`src/rtl/noc_pkg.sv`:
```
// -----------------------------------------------------------------------------
// noc_pkg -- shared definitions for the two-phase NoC link (tx and rx sides).
//   * noc_state_e : link FSM state encoding
//   * tp_event()  : two-phase handshake event helper (current XOR previous)
//   * dbg_trace() : debug trace task, compiled only when TX_DEBUG_TRACE_EN
//                   is defined
// -----------------------------------------------------------------------------
package noc_pkg;

   typedef enum logic [2:0] {
      ST_IDLE     = 3'd0,
      ST_FETCH    = 3'd1,
      ST_SEND     = 3'd2,
      ST_WAIT_ACK = 3'd3,
      ST_DONE     = 3'd4
   } noc_state_e;

   // A two-phase event is any level change of the handshake wire.
   function automatic logic tp_event(input logic cur, input logic old);
      return cur ^ old;
   endfunction

`ifdef TX_DEBUG_TRACE_EN
   task automatic dbg_trace(input string mod_name, input int id, input string msg);
      $display("[%s%0d] %0t: %s", mod_name, id, $time, msg);
   endtask
`endif

endpackage

```
`src/rtl/tp_edge_det.sv`:
```
// -----------------------------------------------------------------------------
// tp_edge_det -- two-phase toggle detector.
//   clk      in  rising-edge clock
//   reset    in  asynchronous active-low reset (old value clears to 0)
//   tp_in    in  two-phase handshake wire
//   tp_evt   out 1 for the cycle in which tp_in differs from its last sample
// -----------------------------------------------------------------------------
module tp_edge_det
   import noc_pkg::*;
(
   input  logic clk,
   input  logic reset,
   input  logic tp_in,
   output logic tp_evt
);

   logic old_q;
   logic old_d;

   // Next sample of the handshake wire.
   always_comb begin
      old_d = tp_in;
   end

   // Previous-value register, sampled every cycle.
   always_ff @(posedge clk or negedge reset) begin
      if (!reset) begin
         old_q <= 1'b0;
      end else begin
         old_q <= old_d;
      end
   end

   // Event when the wire has moved since the last sample.
   always_comb begin
      tp_evt = tp_event(tp_in, old_q);
   end

endmodule

```
`src/rtl/tx.sv`:
```
// -----------------------------------------------------------------------------
// tx -- packet transmitter over a two-phase request/acknowledge flit channel.
// Reads FLIT_COUNT = 2**BUFF_BITS flits from an external buffer and sends them
// one at a time; a single flit is outstanding at any moment.
//   clk       in   rising-edge clock
//   reset     in   asynchronous active-low reset
//   pkt_req   in   level: a full packet is readable at buf_data
//   pkt_done  out  level: packet sent, held until pkt_req falls
//   buf_addr  out  flit index presented to the source buffer
//   buf_data  in   combinational flit read at buf_addr
//   ch_req    out  two-phase request, toggles once per flit
//   ch_flit   out  registered flit, stable while its request is outstanding
//   ch_ack    in   two-phase acknowledge
// Optional build macro: TX_DEBUG_TRACE_EN adds a $display activity trace.
// -----------------------------------------------------------------------------
module tx
   import noc_pkg::*;
#(
   parameter int ID        = 0,
   parameter     MOD_NAME  = "TX",
   parameter int SIZE      = 8,
   parameter int BUFF_BITS = 3
) (
   input  logic                 clk,
   input  logic                 reset,
   input  logic                 pkt_req,
   output logic                 pkt_done,
   output logic [BUFF_BITS-1:0] buf_addr,
   input  logic [SIZE-1:0]      buf_data,
   output logic                 ch_req,
   output logic [SIZE-1:0]      ch_flit,
   input  logic                 ch_ack
);

   localparam int FLIT_COUNT = 2**BUFF_BITS;
   localparam logic [BUFF_BITS:0] LAST_FLIT = (BUFF_BITS+1)'(FLIT_COUNT - 1);
   localparam logic [BUFF_BITS:0] CNT_ONE   = (BUFF_BITS+1)'(1);

   noc_state_e           state_q, state_d;
   logic [BUFF_BITS:0]   cnt_q, cnt_d;
   logic                 ch_req_q, ch_req_d;
   logic [SIZE-1:0]      ch_flit_q, ch_flit_d;
   logic                 pkt_done_q, pkt_done_d;
   logic                 ack_evt;

   tp_edge_det u_ack_det (
      .clk    (clk),
      .reset  (reset),
      .tp_in  (ch_ack),
      .tp_evt (ack_evt)
   );

   // Next-state and datapath; acks outside ST_WAIT_ACK fall through unused.
   always_comb begin
      state_d    = state_q;
      cnt_d      = cnt_q;
      ch_req_d   = ch_req_q;
      ch_flit_d  = ch_flit_q;
      pkt_done_d = pkt_done_q;
      case (state_q)
         ST_IDLE: begin
            if (pkt_req) begin
               cnt_d   = '0;
               state_d = ST_FETCH;
            end else begin
               state_d = ST_IDLE;
            end
         end
         ST_FETCH: begin
            ch_flit_d = buf_data;
            state_d   = ST_SEND;
         end
         ST_SEND: begin
            ch_req_d = ~ch_req_q;
            state_d  = ST_WAIT_ACK;
         end
         ST_WAIT_ACK: begin
            if (ack_evt) begin
               if (cnt_q == LAST_FLIT) begin
                  // Counter stays on the last index so buf_addr never wraps.
                  pkt_done_d = 1'b1;
                  state_d    = ST_DONE;
               end else begin
                  cnt_d   = cnt_q + CNT_ONE;
                  state_d = ST_FETCH;
               end
            end else begin
               state_d = ST_WAIT_ACK;
            end
         end
         ST_DONE: begin
            if (!pkt_req) begin
               pkt_done_d = 1'b0;
               cnt_d      = '0;
               state_d    = ST_IDLE;
            end else begin
               state_d = ST_DONE;
            end
         end
         default: begin
            pkt_done_d = 1'b0;
            cnt_d      = '0;
            state_d    = ST_IDLE;
         end
      endcase
   end

   // State and output registers.
   always_ff @(posedge clk or negedge reset) begin
      if (!reset) begin
         state_q    <= ST_IDLE;
         cnt_q      <= '0;
         ch_req_q   <= 1'b0;
         ch_flit_q  <= '0;
         pkt_done_q <= 1'b0;
      end else begin
         state_q    <= state_d;
         cnt_q      <= cnt_d;
         ch_req_q   <= ch_req_d;
         ch_flit_q  <= ch_flit_d;
         pkt_done_q <= pkt_done_d;
      end
   end

   assign pkt_done = pkt_done_q;
   assign buf_addr = cnt_q[BUFF_BITS-1:0];
   assign ch_req   = ch_req_q;
   assign ch_flit  = ch_flit_q;

`ifdef TX_DEBUG_TRACE_EN
   // Activity trace, observed on the same edges that move the FSM.
   always @(posedge clk) begin
      if (reset) begin
         if (state_q == ST_IDLE && pkt_req)
            dbg_trace(MOD_NAME, ID, "packet start");
         if (state_q == ST_SEND)
            dbg_trace(MOD_NAME, ID, $sformatf("flit %0d sent 0x%h", cnt_q, ch_flit_q));
         if (state_q == ST_WAIT_ACK && ack_evt)
            dbg_trace(MOD_NAME, ID, $sformatf("ack flit %0d", cnt_q));
         if (state_q == ST_WAIT_ACK && ack_evt && cnt_q == LAST_FLIT)
            dbg_trace(MOD_NAME, ID, "packet complete");
         if (state_q != ST_WAIT_ACK && ack_evt)
            dbg_trace(MOD_NAME, ID, "spurious ack ignored");
      end
   end
`endif

endmodule

```
`config.mk`:
```
export PLATFORM = sky130hd
export DESIGN_NAME = tx
export DESIGN_NICKNAME = d
export VERILOG_FILES = /design/src/rtl/noc_pkg.sv /design/src/rtl/tp_edge_det.sv /design/src/rtl/tx.sv
export SDC_FILE = /design/constraint.sdc
export NUM_CORES = 1
export LEC_CHECK = 0
export ABC_AREA = 1
export CAP_MARGIN = 0
export CORE_MARGIN = 5
export CORE_UTILIZATION = 50
export DETAILED_ROUTE_END_ITERATION = 10
export PLACE_DENSITY_LB_ADDON = 0.05
export SLEW_MARGIN = 20
export SYNTH_ARGS = -nofsm -noshare
export SYNTH_HDL_FRONTEND = slang
export SYNTH_SLANG_ARGS = --single-unit
```
`constraint.sdc`:
```
create_clock -name clk -period 2.5 [get_ports clk]
set_input_delay 0.375 -clock clk [delete_from_list [all_inputs] [get_ports clk]]
set_output_delay 0.375 -clock clk [all_outputs]
set_load 0.05 [all_outputs]
```
======== Word-level counts from Yosys, hierarchy flattened ========
Index checks and enable logic that the tools add are counted.
word-level totals
  register bits after elaboration ......... 18
  input port bits ......................... 12
  output and inout port bits .............. 13
cells by class
  $add $sub $neg .......................... 1
  equality and inequality tests ........... 10
  mux-type cells .......................... 14
  bitwise operators ....................... 4
  reduce and logical (&&, ||, !) cells .... 5
operator list
  operator               count
  $mux W4                4
  $pmux W4 S4            1
  $pmux W3 S5            1
  $ne A2 B2 Y1 const B   5
  $mux W3                3
  $eq A3 B2 Y1 const B   2
  $reduce_and A5 Y1      1
  $add A4 B1 Y4 const B  1
  $eq A4 B3 Y1 const B   1
  $mux W1                4
  $reduce_and A4 Y1      1
  $eq A3 B1 Y1 const B   1
  $eq A3 B3 Y1 const B   1
  $logic_not A3 Y1       1
  $not A1 Y1             3
  $pmux W1 S3            1
  $reduce_or A3 Y1       1
  $reduce_or A2 Y1       1
  $xor A1 B1 Y1          1

======== Logic depth before layout (Yosys ltp) ========
Gate-level depths: netlist (run 1).
  depth in word-level cells ............... 4
  depth in mapped cells ................... 8

======== Hierarchy ========
From an unflattened synthesis (run 1), not the netlist that was laid out.
second synthesis, totals
  cells, all modules ...................... 96
  area total of the unflattened synthesis .. 900.9 µm²
by module, submodules not included
  module       times used  cells each  area each (µm²)  sequential area each (µm²)
  tx           1           90          857.1            425.4
  tp_edge_det  1           6           43.8             25.0

======== Least setup slack after synthesis (run 1) ========
Ideal clock, no wire load.
  kind .................................... reg2reg
  start point ............................. register cnt_q[0]
  end point ............................... register cnt_q[0]
  data arrival time ....................... 1.086 ns
  data required time ...................... 2.383 ns
  path slack .............................. 1.297 ns
  stages on the path, launching flop included .. 8
  path buffers ............................ 0
  period minus slack after synthesis ...... 1.203 ns
  cells stage by stage .................... dfrtp_1 -> ha_1 -> nand2_1 -> nor2_1 -> o21bai_1 -> nand3_2 -> nand2_1 -> nand2_1
on the way
  word-level cells in the longest chain between the ends .. 4
ends and longest elaborated chain
  element                 RTL line   source
  start, declared         tx.sv:40   logic [BUFF_BITS:0] cnt_q, cnt_d;
  start signal, assigned  tx.sv:118  cnt_q <= cnt_d;
  $add A4 B1 Y4           tx.sv:84   cnt_d = cnt_q + CNT_ONE;
  $mux W4                 tx.sv:79   if (cnt_q == LAST_FLIT) begin
  $mux W4                 tx.sv:78   if (ack_evt) begin
  $pmux W4 S4             tx.sv:60   case (state_q)
Parallel ways exist; a longest one is shown, timed or not. The select of a mux whose other input is x is not followed.
A chain may end at the register's enable or synchronous reset.

======== Worst setup path in the final report (run 1) ========
  start point ............................. register cnt_q[0]
  end point ............................... output port buf_addr[0]
RTL lines
  element        RTL line  source
  end, declared  tx.sv:28  output logic [BUFF_BITS-1:0] buf_addr,
No word-level cell between the ends.

==> impl_metrics.yaml, run 1 <==
sta:
  fin_crit_ns: 1.90
  fin_crit_sh: 0.759
  final_max_slew_viol_count: 0
  setup_viol_count_final: 0
  fin_skew_ns: 0.00285
  rsz0062_at_grt: "no"
  relSlewSlack: 0.472
  clock.fmax_ghz: 0.527
  hold_viol: 0
  worst_slew_pin_slew_ns: 0.790
  tns_ns: 0
  final.setup.worst_slack_ns: 0.602
worst_hold_path:
  holdCritPathClass: "flip-flop to flip-flop"
floorplanning:
  coreArea_sq_mm: 0.00173
  num_rows: 15
  die_area_sq_mm: 0.00277
  dieHeight_um: 52.6
  start_util: 0.525
  die_w_um: 52.6
  io_pins: 25
drt:
  routedWlPerCell_um: 11.3
  wirelength_mm: 1.66
  ant_nets: 0
  drt_iter0_drc: 9
  drt-pass1-iter-count: 4
  highest_layer: "met4"
  vias: 689
  wl_met3_um: 102
  drc_errors: 0
  drt-met1-wl_um: 774
  wl_met2_um: 773
  vias_per_cell: 4.69
synth:
  synth_area_leaders: "dfrtp_1 (50%), mux2_2 (9.9%), nand2_1 (8.7%)"
  ys_seq_elements: 18
  yosys-top-cells-count: "nand2_1 (21), dfrtp_1 (18), inv_1 (12)"
  synth_edf_count: 0
  ys_types: 21
  synthCells: 97
  synth_top_area_frac: 0.497
  syn_area_per_cell_sq_um: 9.35
  syn_area_sq_um: 907
  ys_seq_area_frac: 0.497
  synth_nets: 110
  ys_warn_count: 0
  async_flop_share: 1.00
  synth.most_common_cell: "nand2_1"
  yosysTopAreaCell: "dfrtp_1"
  synthFlopType: "dfrtp_1"
layout:
  diodes: 0
  nets: 136
  final_layout_size_suffix_gt1_frac: 0.189
  area_growth_pct: 31.4
  fillers: 151
grt:
  grt_overflow: 0
  grt_antenna_before_repair: 0
  grtUsageTotal: 0.142
  grt_pass1_vias: 720
  grt_pass1_wl_mm: 2.94
  grt_max_degree: 19
worst_setup_path:
  crit_required_ns: 2.12
  crit_buf_inv: 1
  worstPathMaxFanout: 5
  cp_cell_sequence: "clkdlybuf4s50_1"
  cp_slowest_cell: "clkdlybuf4s50_1"
  slowest_delay_ns: 0.82
  path_class: "flip-flop to output pin"
  arrival_ns: 1.52
  startpoint_type: "flip-flop"
  crit_family: "buffers and inverters"
  end_kind: "output pin"
power_and_ir_drop:
  p_per_area_mw_per_mm2: 1340
  p_leak_nw: 0.571
  ir_worst_vdd_mv: 0.810
clock_tree:
  clk_latency_ns: 0.28
  cts_made_buffers: 3
  cts_tree: "done"
  post_cts_buffers: 0
  cts_resized: 0
  clockRootBuffer: "clkbuf_4"
  cts_buffer_depth: 2
  hold_buffers: 0
  clkTransAtPathRegs_ns: 0.10
  cts.sinks: 18
  htree_levels: 1
place:
  dp_slack_ns: 0.887
  dpl.hpwl_mm: 1.30
  gp_congestion: 0.867
  numPortBuffers: 24
outcome:
  status: "complete, no violations"
flow_run:
  max_cap_violations: 0
layout by cell type (no fill, tap or decap):
master           netlist  routed
a21oi_2                1       1
clkbuf_4               0       3
clkbuf_8               0       1
clkdlybuf4s50_1        0      24
dfrtp_1               18      18
ha_1                   1       1
inv_1                 12      12
inv_2                  1       1
mux2_2                 8       8
nand2_1               21      21
nand2_2                2       2
nand2_4                2       2
nand3_1               10      10
nand3_2                2       2
nand4_1                1       1
nor2_1                 7       7
nor2_2                 2       2
nor2_4                 1       1
nor3b_1                1       1
o21ai_0                1       1
o21ai_1                1       1
o21bai_1               1       1
xnor2_1                1       1
cell type report:
| type | instances | area [sq um] | share of cell area |
|---|---|---|---|
| clock buffers | 4 | 36.3 | 0.0304 |
| inverters | 13 | 48.8 | 0.0409 |
| multi-input cells | 63 | 385 | 0.323 |
| flip-flops and latches | 18 | 450 | 0.378 |
| well taps | 25 | 31.3 | 0.0262 |
| repair buffers | 24 | 240 | 0.201 |
through the flow:
step	hold WS, ns	cells	cell area, sq um	power [mW]	utilization
floorplan	0.0794	97	907	1.18	-
global placement	0.463	143	1160	1.43	0.670
detailed placement	0.481	143	1160	1.44	0.670
CTS	0.498	147	1190	1.62	0.691
global route	0.532	147	1190	1.71	0.691
finish	0.495	147	1190	1.60	0.691
flip-flops by register name (all words and copies together) (netlist names):
| signal | flops |
|---|---|
| ch_flit | 8 |
| cnt_q | 4 |
| state_q | 3 |
| ch_req | 1 |
| pkt_done | 1 |
| u_ack_det.old_q | 1 |
cells by family after synthesis:
group / Yosys count / share of synthesized area
buffers and inverters: 16 / 0.0786
flip-flops: 18 / 0.497
AO/OA/AOI/OAI: 4 / 0.0290
adder cells (fa/ha/maj): 1 / 0.0138
AND/OR/NAND/NOR: 49 / 0.273
multiplexers: 8 / 0.0993
XOR/XNOR: 1 / 0.00966
per-layer routing:
metal  global-route usage  up-vias
met5                    0        -
met4               0.0383        0
met3               0.0427        2
met2                0.233       16
met1                0.179      314
li1                     -      357
worst register-to-register path: stages (launching register included):
cell     delay [ns]
dfrtp_1        0.42
ha_1           0.19
nand2_1        0.06
nor2_1         0.23
nand2_1        0.09
nand2_1        0.06
inv_1          0.07
nand3_1        0.08
nand2_1        0.05
where the power goes:
part | total, mW | leakage (nW) | internal, mW | switching, mW
clock | 0.171 | 0.0210 | 0.0885 | 0.0822
combinational | 0.940 | 0.327 | 0.348 | 0.592
sequential | 0.487 | 0.223 | 0.402 | 0.0858
path summary, 6_finish.rpt:
path	from	to	slack [ns]	cells after the start
setup / recovery	cnt_q[0]	buf_addr[0]	0.60	1
hold / removal	ch_req	ch_req	0.49	1
setup reg to reg	cnt_q[0]	cnt_q[0]	1.15	8
hold reg to reg	ch_req	ch_req	0.49	1
max in group asynchronous	reset	ch_flit[4]	1.47	1
min in group asynchronous	reset	ch_flit[3]	0.55	1
Note: power is estimated with default switching activity, not from simulation.
==> run 2, diff against run 1 <==
CORE_ASPECT_RATIO = 1.5   (was unset)
CORE_UTILIZATION = 46   (was 50)
clock period = 1.8 ns   (was 2.5 ns; I/O delays follow)
==> run 2 against run 1 <==
Clock-buffer cell count unchanged. Sequential power is 40% higher. Cell area down 0.84%. Clock skew increased by 0.0048 ns. Die area rose by 7.7%. Cell count shrank 2.0%.
==> impl_metrics.yaml, run 2 (synthesis gave the netlist of run 1 again) <==
drt:
  drt-pass1-iter-count: 4
  vias_per_cell: 4.90
  wirelength_mm: 1.79
  drc_errors: 0
  drt_iter0_drc: 10
  ant_nets: 0
  vias: 706
  routedWlPerCell_um: 12.4
worst_setup_path:
  crit_path_start: "ch_flit[4]"
  cp_slowest_cell: "clkdlybuf4s50_1"
  cp_cell_sequence: "clkdlybuf4s50_1"
  rr_startpoint: "cnt_q[0]"
  slowest_delay_ns: 0.81
  crit_family: "buffers and inverters"
  startpoint_type: "flip-flop"
  crit_required_ns: 1.53
  crit_buf_inv: 1
  end_kind: "output pin"
  arrival_ns: 1.47
  path_class: "flip-flop to output pin"
  worstPathMaxFanout: 2
sta:
  fin_skew_ns: 0.00762
  fin_crit_sh: 0.966
  rsz0062_at_grt: "no"
  setup_viol_count_final: 0
  relSlewSlack: 0.663
  hold_viol: 0
  fin_crit_ns: 1.74
  clock.fmax_ghz: 0.575
  final_max_slew_viol_count: 0
  worst_slew_pin_slew_ns: 0.504
  tns_ns: 0
clock_tree:
  cts.sinks: 18
  cts_tree: "done"
  cts_buffer_depth: 2
  cts_made_buffers: 3
  clockRootBuffer: "clkbuf_4"
  htree_levels: 1
  clk_latency_ns: 0.29
  clkTransAtPathRegs_ns: 0.10
  post_cts_buffers: 0
  hold_buffers: 0
  cts_resized: 0
layout:
  largest_register_ffs: 8
  area_growth_pct: 30.3
  final_layout_size_suffix_gt1_frac: 0.236
  diodes: 0
  fillers: 161
  final_common_cell: "nand2_1"
  stdcell_area_sq_mm: 0.00118
  nets: 137
  layout_common_cells: "nand2_1 (21), clkdlybuf4s50_1 (19), dfrtp_1 (18)"
place:
  placed_area_sq_mm: 0.00115
  numPortBuffers: 24
  dpl.hpwl_mm: 1.39
  gp_congestion: 0.844
floorplanning:
  start_util: 0.489
  die_w_um: 46.3
  die_area_sq_mm: 0.00298
  dieHeight_um: 64.4
  io_pins: 25
  coreArea_sq_mm: 0.00185
  num_rows: 19
power_and_ir_drop:
  ir_worst_vdd_mv: 1.18
  p_per_area_mw_per_mm2: 1870
  p_leak_nw: 0.584
grt:
  grt_overflow: 0
  grt_antenna_before_repair: 0
  grtUsageTotal: 0.141
  grt_pass1_vias: 721
  grt_max_degree: 19
  grt_pass1_wl_mm: 3.12
worst_hold_path:
  holdCritPathClass: "input pin to async pin"
outcome:
  status: "complete, no violations"
flow_run:
  max_cap_violations: 0
==> run 2: metal layers <==
| layer | up-vias | wire [um] | global-route usage |
|---|---|---|---|
| li1 | 355 | - | - |
| met1 | 334 | 684 | 0.156 |
| met2 | 15 | 992 | 0.250 |
| met5 | - | 0 | 0 |
| met4 | 0 | 21 | 0.0641 |
| met3 | 2 | 89 | 0.0197 |
==> run 2: path summary, 6_finish.rpt <==
kind	end	slack [ns]	cells after the start
min in group clk	u_ack_det.old_q	0.47	1
max in group asynchronous	state_q[1]	1.30	2
hold / removal	cnt_q[0]	0.30	2
setup reg to reg	cnt_q[3]	0.42	8
hold reg to reg	ch_req	0.49	1
setup / recovery	ch_flit[4]	0.06	1
==> run 2: layout make-up <==
cell class	count	area [sq um]	area share
inverters	13	48.8	0.0413
repair buffers	25	235	0.199
well taps	21	26.3	0.0222
flip-flops and latches	18	450	0.381
clock buffers	4	36.3	0.0307
multi-input cells	63	385	0.326
==> run 2: worst reg2reg max path, cell delays in order (launching register included) <==
cell and delay [ns]:
dfrtp_1 0.43, ha_1 0.19, nand2_1 0.07, nor2_1 0.22, nand2_1 0.09, nand2_1 0.06, inv_1 0.07, nand3_1 0.08
nand2_1 0.05
==> run 2: through the flow <==
| stage | power (mW) | worst slack, ns | std cells | hold WS, ns | utilization |
|---|---|---|---|---|---|
| 2_1_floorplan | 1.63 | 0.597 | 97 | -0.0256 | - |
| 3_3_place_gp | 1.97 | 0.337 | 140 | 0.463 | 0.618 |
| 3_5_place_dp | 1.99 | 0.327 | 140 | 0.471 | 0.618 |
| 4_1_cts | 2.24 | 0.0569 | 144 | 0.306 | 0.638 |
| 5_1_grt | 2.36 | 0.0135 | 144 | 0.306 | 0.638 |
| 6_report | 2.21 | 0.0613 | 144 | 0.302 | 0.638 |
==> run 2: report_power, final <==
part / total, mW / internal [mW] / switching [mW]
Sequential: 0.683 / 0.558 / 0.125
Combinational: 1.28 / 0.472 / 0.811
Clock: 0.245 / 0.123 / 0.121
==> run 3, diff against run 2 <==
CAP_MARGIN = unset   (was 0)
RECOVER_POWER = 100   (was unset)
==> run 3 against run 2 <==
Cell count is the same. Largest power group unchanged. Power down 4.0%. Non-clock buffer count is the same. Setup slack worse by 0.0012 ns. Critical endpoint unchanged. Highest routed layer unchanged. Clock power about the same.
==> impl_metrics.yaml, run 3 (synthesis gave the netlist of run 1 again) <==
power_and_ir_drop:
  ir_worst_vdd_mv: 1.16
  p_leak_nw: 0.549
  p_per_area_mw_per_mm2: 1870
  power_mw: 2.12
drt:
  ant_nets: 0
  drt_iter0_drc: 17
  drc_errors: 0
  routedWlPerCell_um: 12.5
  vias_per_cell: 4.96
  vias: 714
  wirelength_mm: 1.81
  drt-pass1-iter-count: 4
worst_hold_path:
  whs_endpoint: "ch_req"
  holdCritPathClass: "flip-flop to flip-flop"
  hp-start: "ch_req"
  hold_depth: 1
sta:
  final_max_slew_viol_count: 0
  setup_viol_count_final: 0
  worst_slew_pin_slew_ns: 0.956
  rsz0062_at_grt: "no"
  clock.fmax_ghz: 0.575
  fin_crit_sh: 0.967
  tns_ns: 0
  relSlewSlack: 0.363
  final.setup.worst_slack_ns: 0.0601
  hold_viol: 0
  fin_skew_ns: 0.00742
  fin_crit_ns: 1.74
clock_tree:
  cts_resized: 0
  post_cts_buffers: 0
  clockRootBuffer: "clkbuf_4"
  cts_tree: "done"
  cts_made_buffers: 3
  cts_buffer_depth: 2
  clkTransAtPathRegs_ns: 0.10
  clk_latency_ns: 0.29
  htree_levels: 1
  cts.sinks: 18
  hold_buffers: 0
floorplanning:
  start_util: 0.489
  dieHeight_um: 64.4
  die_area_sq_mm: 0.00298
  num_rows: 19
  coreArea_sq_mm: 0.00185
  io_pins: 25
  die_w_um: 46.3
worst_setup_path:
  r2r-end: "cnt_q[3]"
  r2r_cells: 7
  cp_cell_sequence: "clkdlybuf4s50_1"
  end_kind: "output pin"
  crit_path_start: "ch_flit[4]"
  cp_slowest_cell: "clkdlybuf4s50_1"
  crit_family: "buffers and inverters"
  rr_startpoint: "state_q[1]"
  slowest_delay_ns: 0.81
  startpoint_type: "flip-flop"
  path_class: "flip-flop to output pin"
  crit_required_ns: 1.53
  crit_buf_inv: 1
  arrival_ns: 1.47
  worstPathMaxFanout: 2
  r2r_slack_ns: 0.27
place:
  dp_slack_ns: 0.327
  gp_congestion: 0.844
  numPortBuffers: 24
  dpl.hpwl_mm: 1.39
grt:
  grt_overflow: 0
  grt_pass1_wl_mm: 3.12
  grt_max_degree: 19
  grt_antenna_before_repair: 0
  grt_pass1_vias: 721
  grtUsageTotal: 0.141
layout:
  final_common_cell: "nand2_1"
  nets: 137
  layout_common_cells: "nand2_1 (23), dfrtp_1 (18), clkdlybuf4s50_1 (17)"
  diodes: 0
  largest_register_ffs: 8
  final_layout_size_suffix_gt1_frac: 0.138
  area_growth_pct: 24.8
  fin_util: 0.611
flow_run:
  max_cap_violations: 0
outcome:
  status: "complete, no violations"
[run 3: cell count changes in the layout (fill, tap and decap cells not counted), sizes merged]
cell	delta
buf	-6
clkbuf	+6
clkdlybuf4s50	-2
dlygate4sd3	+2
[run 3: worst max-delay path by stage]
stage                            end  slack, ns  cells past startpoint
after detailed placement    cnt_q[1]       0.33                      8
after floorplan             cnt_q[0]       0.60                      7
final                     ch_flit[4]       0.06                      1
after global placement      cnt_q[3]       0.34                      8
after CTS                 ch_flit[4]       0.06                      1
after global routing      ch_flit[4]       0.01                      1
[run 3: layer usage]
layer | vias to the layer above | global-route usage | routed length, um
li1 | 359 | - | -
met3 | 4 | 0.0197 | 83
met1 | 337 | 0.156 | 701
met5 | - | 0 | 0
met2 | 14 | 0.250 | 986
met4 | 0 | 0.0641 | 34
[run 3: cell type report]
type                    instances  area, sq um
clock buffers                   4         36.3
fillers                       175          722
inverters                      13         48.8
multi-input cells              63          358
flip-flops and latches         18          450
well taps                      21         26.3
repair buffers                 25          213
[run 3: per-stage QoR]
| stage | std cells | hold slack [ns] | cell area [sq um] |
|---|---|---|---|
| floorplan | 97 | -0.0256 | 907 |
| global placement | 140 | 0.463 | 1150 |
| detailed placement | 140 | 0.471 | 1150 |
| CTS | 144 | 0.306 | 1180 |
| global route | 144 | 0.502 | 1130 |
| finish | 144 | 0.490 | 1130 |
[run 3: where the power goes]
part	total, mW	leakage [nW]	internal, mW	switching, mW
Combinational	1.20	0.306	0.416	0.787
Sequential	0.672	0.223	0.558	0.114
Clock	0.246	0.0210	0.123	0.123
